--- src/rtl/sdram_port_arb.sv ---
// sdram_port_arb -- N-port request arbiter in front of a single SDRAM
// controller port.
//
// Ports:
//   clk, rst_n                    clock, synchronous active-low reset
//   req_valid/req_ready[NPORTS]   per-port handshake (ready is a one-cycle grant)
//   req_we/addr/wdata/wstrb       per-port request fields, port i in slice i
//   rsp_valid[NPORTS], rsp_rdata  one-hot read return, shared data bus
//   mem_valid/we/addr/wdata/wstrb registered downstream request slot
//   mem_ready                     controller accepts the slot
//   mem_rvalid/mem_rdata          in-order read return from the controller
//   err_unexp                     sticky: read return with nothing outstanding
//
// Reads are tracked with an ID FIFO of issuing port indices so that in-order
// returns can be steered back to the right port. Writes are posted and
// untracked.

// Per-port eligibility: a port may be granted when it is valid and, for
// reads, the tracking FIFO still has room.
module sdram_port_arb_lane (
  input  logic en,
  input  logic valid,
  input  logic we,
  input  logic rd_full,
  output logic elig
);
  assign elig = en & valid & (we | ~rd_full);
endmodule

module sdram_port_arb #(
  parameter int NPORTS     = 4,
  parameter int ADDR_WIDTH = 32,
  parameter int DATA_WIDTH = 32,
  parameter int RD_DEPTH   = 4,
  parameter int ARB_MODE   = 0
) (
  input  logic                           clk,
  input  logic                           rst_n,
  input  logic [NPORTS-1:0]              req_valid,
  output logic [NPORTS-1:0]              req_ready,
  input  logic [NPORTS-1:0]              req_we,
  input  logic [NPORTS*ADDR_WIDTH-1:0]   req_addr,
  input  logic [NPORTS*DATA_WIDTH-1:0]   req_wdata,
  input  logic [NPORTS*DATA_WIDTH/8-1:0] req_wstrb,
  output logic [NPORTS-1:0]              rsp_valid,
  output logic [DATA_WIDTH-1:0]          rsp_rdata,
  output logic                           mem_valid,
  output logic                           mem_we,
  output logic [ADDR_WIDTH-1:0]          mem_addr,
  output logic [DATA_WIDTH-1:0]          mem_wdata,
  output logic [DATA_WIDTH/8-1:0]        mem_wstrb,
  input  logic                           mem_ready,
  input  logic                           mem_rvalid,
  input  logic [DATA_WIDTH-1:0]          mem_rdata,
  output logic                           err_unexp
);

  localparam int SW = DATA_WIDTH / 8;
  localparam int IW = $clog2(NPORTS);
  localparam int PW = $clog2(RD_DEPTH);
  localparam int CW = PW + 1;

  logic [IW-1:0]     last_grant;
  logic [IW-1:0]     gnt_idx;
  logic [IW-1:0]     cand;
  logic              gnt_any;
  logic              slot_free;
  logic              do_grant;
  logic              push;
  logic              pop;
  logic              rd_full;
  logic [NPORTS-1:0] elig;

  logic [CW-1:0]     rd_cnt;
  logic [PW-1:0]     wr_ptr;
  logic [PW-1:0]     rd_ptr;
  logic [IW-1:0]     id_fifo [RD_DEPTH];

  // Occupancy is the registered count; a pop this cycle does not open room
  // for a read granted in the same cycle.
  assign rd_full = (rd_cnt == CW'(RD_DEPTH));

  genvar g;
  generate
    for (g = 0; g < NPORTS; g++) begin : g_lane
      sdram_port_arb_lane u_lane (
        .en     (rst_n),
        .valid  (req_valid[g]),
        .we     (req_we[g]),
        .rd_full(rd_full),
        .elig   (elig[g])
      );
    end
  endgenerate

  // Winner selection. Loops run from the lowest-preference candidate to the
  // highest so the last hit is the winner.
  always_comb begin
    gnt_any = 1'b0;
    gnt_idx = '0;
    cand    = '0;
    if (ARB_MODE == 1) begin
      for (int i = NPORTS - 1; i >= 0; i--) begin
        if (elig[i]) begin
          gnt_any = 1'b1;
          gnt_idx = IW'(i);
        end
      end
    end else begin
      // Round-robin: offset 1 from last_grant is most preferred.
      for (int off = NPORTS; off >= 1; off--) begin
        cand = IW'((int'(last_grant) + off) % NPORTS);
        if (elig[cand]) begin
          gnt_any = 1'b1;
          gnt_idx = cand;
        end
      end
    end
  end

  // The slot can take a new request when empty or being consumed this cycle.
  assign slot_free = ~mem_valid | mem_ready;
  assign do_grant  = slot_free & gnt_any;
  assign req_ready = do_grant ? (NPORTS'(1) << gnt_idx) : '0;
  assign push      = do_grant & ~req_we[gnt_idx];
  assign pop       = mem_rvalid & (rd_cnt != '0);

  always_ff @(posedge clk) begin
    if (!rst_n) begin
      mem_valid  <= 1'b0;
      mem_we     <= 1'b0;
      mem_addr   <= '0;
      mem_wdata  <= '0;
      mem_wstrb  <= '0;
      last_grant <= IW'(NPORTS - 1);
      rd_cnt     <= '0;
      wr_ptr     <= '0;
      rd_ptr     <= '0;
      rsp_valid  <= '0;
      rsp_rdata  <= '0;
      err_unexp  <= 1'b0;
    end else begin
      // Slot: load on grant, drop valid when consumed with nothing to follow,
      // otherwise hold everything while the controller stalls.
      if (slot_free) begin
        mem_valid <= gnt_any;
        if (gnt_any) begin
          mem_we     <= req_we[gnt_idx];
          mem_addr   <= req_addr[int'(gnt_idx)*ADDR_WIDTH +: ADDR_WIDTH];
          mem_wdata  <= req_wdata[int'(gnt_idx)*DATA_WIDTH +: DATA_WIDTH];
          mem_wstrb  <= req_wstrb[int'(gnt_idx)*SW +: SW];
          last_grant <= gnt_idx;
        end
      end

      // Read tracking; pointers wrap naturally since RD_DEPTH is a power of 2.
      if (push) wr_ptr <= wr_ptr + 1'b1;
      if (pop) begin
        rd_ptr    <= rd_ptr + 1'b1;
        rsp_rdata <= mem_rdata;
      end
      rsp_valid <= pop ? (NPORTS'(1) << id_fifo[rd_ptr]) : '0;

      case ({push, pop})
        2'b10:   rd_cnt <= rd_cnt + 1'b1;
        2'b01:   rd_cnt <= rd_cnt - 1'b1;
        default: rd_cnt <= rd_cnt;
      endcase

      if (mem_rvalid && rd_cnt == '0) err_unexp <= 1'b1;
    end
  end

  // ID storage needs no reset: entries are only read behind a valid count.
  always_ff @(posedge clk) begin
    if (push) id_fifo[wr_ptr] <= gnt_idx;
  end

endmodule

--- config.mk ---
export PLATFORM = sky130hd
export DESIGN_NAME = sdram_port_arb
export DESIGN_NICKNAME = d
export VERILOG_FILES = /design/src/rtl/sdram_port_arb.sv
export SDC_FILE = /design/constraint.sdc
export NUM_CORES = 1
export LEC_CHECK = 0
export BUFFER_PORTS_ARGS = -buffer_cell sky130_fd_sc_hd__buf_2
export CORE_AREA = 4 4 162 164
export DETAILED_ROUTE_END_ITERATION = 12
export DIE_AREA = 0 0 166 168
export PLACE_DENSITY = 0.59
export SKIP_LAST_GASP = 1
export SLEW_MARGIN = 40
export SYNTH_ARGS = -nofsm -noshare
export SYNTH_HDL_FRONTEND = slang
export SYNTH_SLANG_ARGS = --single-unit
--- constraint.sdc ---
create_clock -name clk -period 7.1 [get_ports clk]
set_input_delay 0.355 -clock clk [delete_from_list [all_inputs] [get_ports clk]]
set_output_delay 0.355 -clock clk [all_outputs]
set_load 0.01 [all_outputs]
==> results.tsv <==
stage	metric	value	unit
run_status	run status	finished, final reports clean	
grt	overall routing resource usage	0.155	
finish	area grow syn2layout	44.6	%
sta	Worst Clk Skew	0.0144	ns
clock_tree	Root Driver	clkbuf_16	
clock_tree	CTS resizes	0	
hold_path	Hold Path Class	in -> reg	
finish	post-layout util	0.371	
setup_path	critical path peak fanout	30	
drt	Remaining DRCs	0	
yosys	most common cell in the netlist	nand2_1	
sta	fmax	236	MHz
power	Net Switching	1.02	mW
yosys	Cell Area, Synth	0.00639	mm²
power	Power, Total	2.86	mW
finish	fin cells	1478	
clock_tree	clock sinks	126	
grt	Overflow after GRT	0	
sta	RSZ-0062 raised after global routing	false	
placement	Placed Cells	1445	
sta	Slew Viols, Final	0	
clock_tree	cts bufs inserted	17	
drt	drt pass-1 iters	4	
drt	post-DR wirelength/cell	15.6	µm
clock_tree	Clock Pin Slew Worst Setup and Hold Paths	0.06	ns
setup_path	Max stage delay on crit path	0.61	ns
placement	I/O Buffers	426	
yosys	Top FF cell, synth	dfxtp_1	
yosys	Async S/R FF share, synth	0	
sta	Fin Setup TNS	0	ns
floorplanning	die height	168	µm
placement	Placed Area	0.00868	mm²
power	Clock power frac	0.290	
finish	Final nets	1456	
setup_path	reg2reg end	rd_cnt[2]	
power	sequential group share of total power	0.354	
setup_path	Worst Path Required	7.43	ns
power	Comb pwr share	0.357	
floorplanning	area of the core	0.0249	mm²
finish	final instance area	0.00925	mm²
floorplanning	die area	0.0279	mm²
setup_path	Slowest cell on crit path	or4b_1	
job	MaxCap Viol Count	0	
grt	largest net degree at the start of global routing	64	
setup_path	Worst R2R Path Depth	13	
yosys	top cells by area, synth	dfxtp_1, mux2i_1, nand2_1, a21oi_1, a21o_1	
sta	final setup fails	0	
setup_path	Setup Crit Path Kind	reg -> reg	
hold_path	hold path cells	3	
clock_tree	total setup buffers inserted after CTS	0	
clock_tree	Max Buffers Root-to-Sink	2	
grt	initial antenna violation count	2	
drt	Routed WL	23100	µm
setup_path	nature of the critical path endpoint	flip-flop	
grt	number of global-route vias before repair	6702	
finish	share of layout cells above drive strength 1	0.415	
setup_path	FF-to-FF Start	rd_cnt[0]	
setup_path	crit path launch	rd_cnt[0]	
yosys	Ys Warns	0	
drt	vias after detailed routing	6814	
clock_tree	H-Tree Level Count	4	
placement	Placer Congestion	0.857	
sta	Worst slew margin	0.481	
sta	Min Hold Slack	0.191	ns
floorplanning	Initial Util	0.257	
clock_tree	worst skew pair latency	0.41	ns
sta	Hold Fails Final Rpt	0	
power	Max VDD drop	0.130	mV
placement	hpwl dp	17700	µm
sta	Period Utilization, post-route	0.596	
clock_tree	post-cts hold buffer count	0	
setup_path	Buf+Inv Stages, Crit Path	2	
clock_tree	CTS tree	yes	
yosys	Synth top area share	0.369	
floorplanning	# IOs	427	
yosys	Mapped Avg Cell Area	8.65	µm²
floorplanning	num rows	58	
power	switch share	0.357	
setup_path	Critical Path AT	4.56	ns
power	Int Pwr	1.84	mW
setup_path	R2R setup slack	2.87	ns
setup_path	CP Launch Type	flip-flop	
yosys	top post-synthesis cells by count	nand2_1, dfxtp_1, mux2i_1	
drt	Iteration-0 DRC Markers	224	
drt	Vias/cell	4.61	
floorplanning	Die W	166	µm
yosys	syn nets	1061	
drt	ANT nets after route	0	
yosys	area leader, netlist	dfxtp_1	
placement	pre-CTS setup slack	2.54	ns
setup_path	crit-path leading delay family	simple AND/OR/NAND/NOR gates	
sta	Slew @ Worst Pin	0.776	ns
sta	post-route minimum period	4.23	ns
grt	first-pass GRT wire length	34900	µm
yosys	sequential fraction of the synthesis area	0.407	
yosys	number of library cell types mapped by synthesis	47	
power	pwr/cell area	309	mW/mm²
power	Leak	5.09	nW
setup_path	Critical Path, Cell by Cell	or4b_1 -> and3_1 -> a21oi_1 -> o211a_4 -> inv_6 -> nand2_2 -> o22a_1 -> ha_1 -> inv_1 -> fa_1 -> xor2_1 -> or3_1 -> a21boi_0	
yosys	Mapped Cells	739	
setup_path	WP depth	13	
yosys	FF+latch count, synth	126	
sta	setup ws final	2.87	ns
yosys	Post-synth EDFFs	8	
setup_path	Critical Path Sink	rd_cnt[2]	
-- cells in the final DEF, fill, tap and decap left out, types with 11 or more instances in the layout --
cell	n
buf_2	425
o22ai_1	38
a21oi_1	60
a21o_1	38
nand2_1	193
a211o_1	30
mux2i_1	80
inv_1	11
clkbuf_16	18
a21boi_0	34
dfxtp_1	118
-- cells by family (layout without fill, tap and decap cells) --
kind of cell               count (synthesis)  in the layout  share of synthesized area
adders and majority gates                  6              6                     0.0129
DFF                                      126            126                      0.407
and+or+nand+nor                          231            231                      0.150
other                                      0              1                          0
xor gates and xnor gates                   4              4                    0.00548
AOI/OAI and AO/OA                        218            218                      0.230
muxes                                     82             82                      0.132
buffers and inverters                     72            480                     0.0626
-- metal layers --
layer / global-route usage / up-vias / share of wire
li1: - / 3386 / -
met1: 0.173 / 3112 / 0.39
met2: 0.280 / 279 / 0.51
met3: 0.0486 / 37 / 0.077
met4: 0.0538 / 0 / 0.022
met5: 0 / - / 0
-- layout make-up --
cell class | instances | area (µm²)
fillers | 2611 | 15600
multi-input cells | 541 | 3410
flip-flops and latches | 126 | 2600
repair buffers | 434 | 2200
clock buffers | 20 | 468
well taps | 330 | 413
clock inverters | 12 | 97.6
inverters | 14 | 57.6
diodes | 1 | 2.50
-- flip-flops by register name (all words and copies together) (netlist names), named ones only --
| name | cells |
|---|---|
| rd_ptr | 2 |
| id_fifo | 8 |
| mem_addr | 32 |
| wr_ptr | 2 |
| last_grant | 2 |
| rd_cnt | 3 |
| mem_wdata | 32 |
| mem_we | 1 |
| mem_wstrb | 4 |
| rsp_valid | 4 |
| mem_valid | 1 |
| rsp_rdata | 32 |
| err_unexp | 1 |
-- power groups by stage --
stage / sequential [mW] / clock, mW / combinational (mW)
4_1_cts: 1.01 / 0.856 / 1.04
6_report: 1.01 / 0.828 / 1.02
2_1_floorplan: 1.09 / 0 / 0.577
3_3_place_gp: 1.02 / 0 / 1.03
5_1_grt: 1.04 / 0.890 / 1.13
3_5_place_dp: 1.02 / 0 / 1.04
-- worst min path at each step --
stage,from,end
after detailed placement,mem_wdata[16],mem_wdata[16]
final,mem_rdata[21],rsp_rdata[21]
after floorplan,wr_ptr[0],wr_ptr[0]
after CTS,mem_rdata[21],rsp_rdata[21]
after global routing,mem_rdata[5],rsp_rdata[5]
after global placement,mem_addr[27],mem_addr[27]
-- tightest hold or removal path: cells and delay by family --
family          cells  cell delay (ns)
buf+inv             1             0.10
simple gates        1             0.04
compound gates      1             0.06
Power figures use the tool's default switching activity.
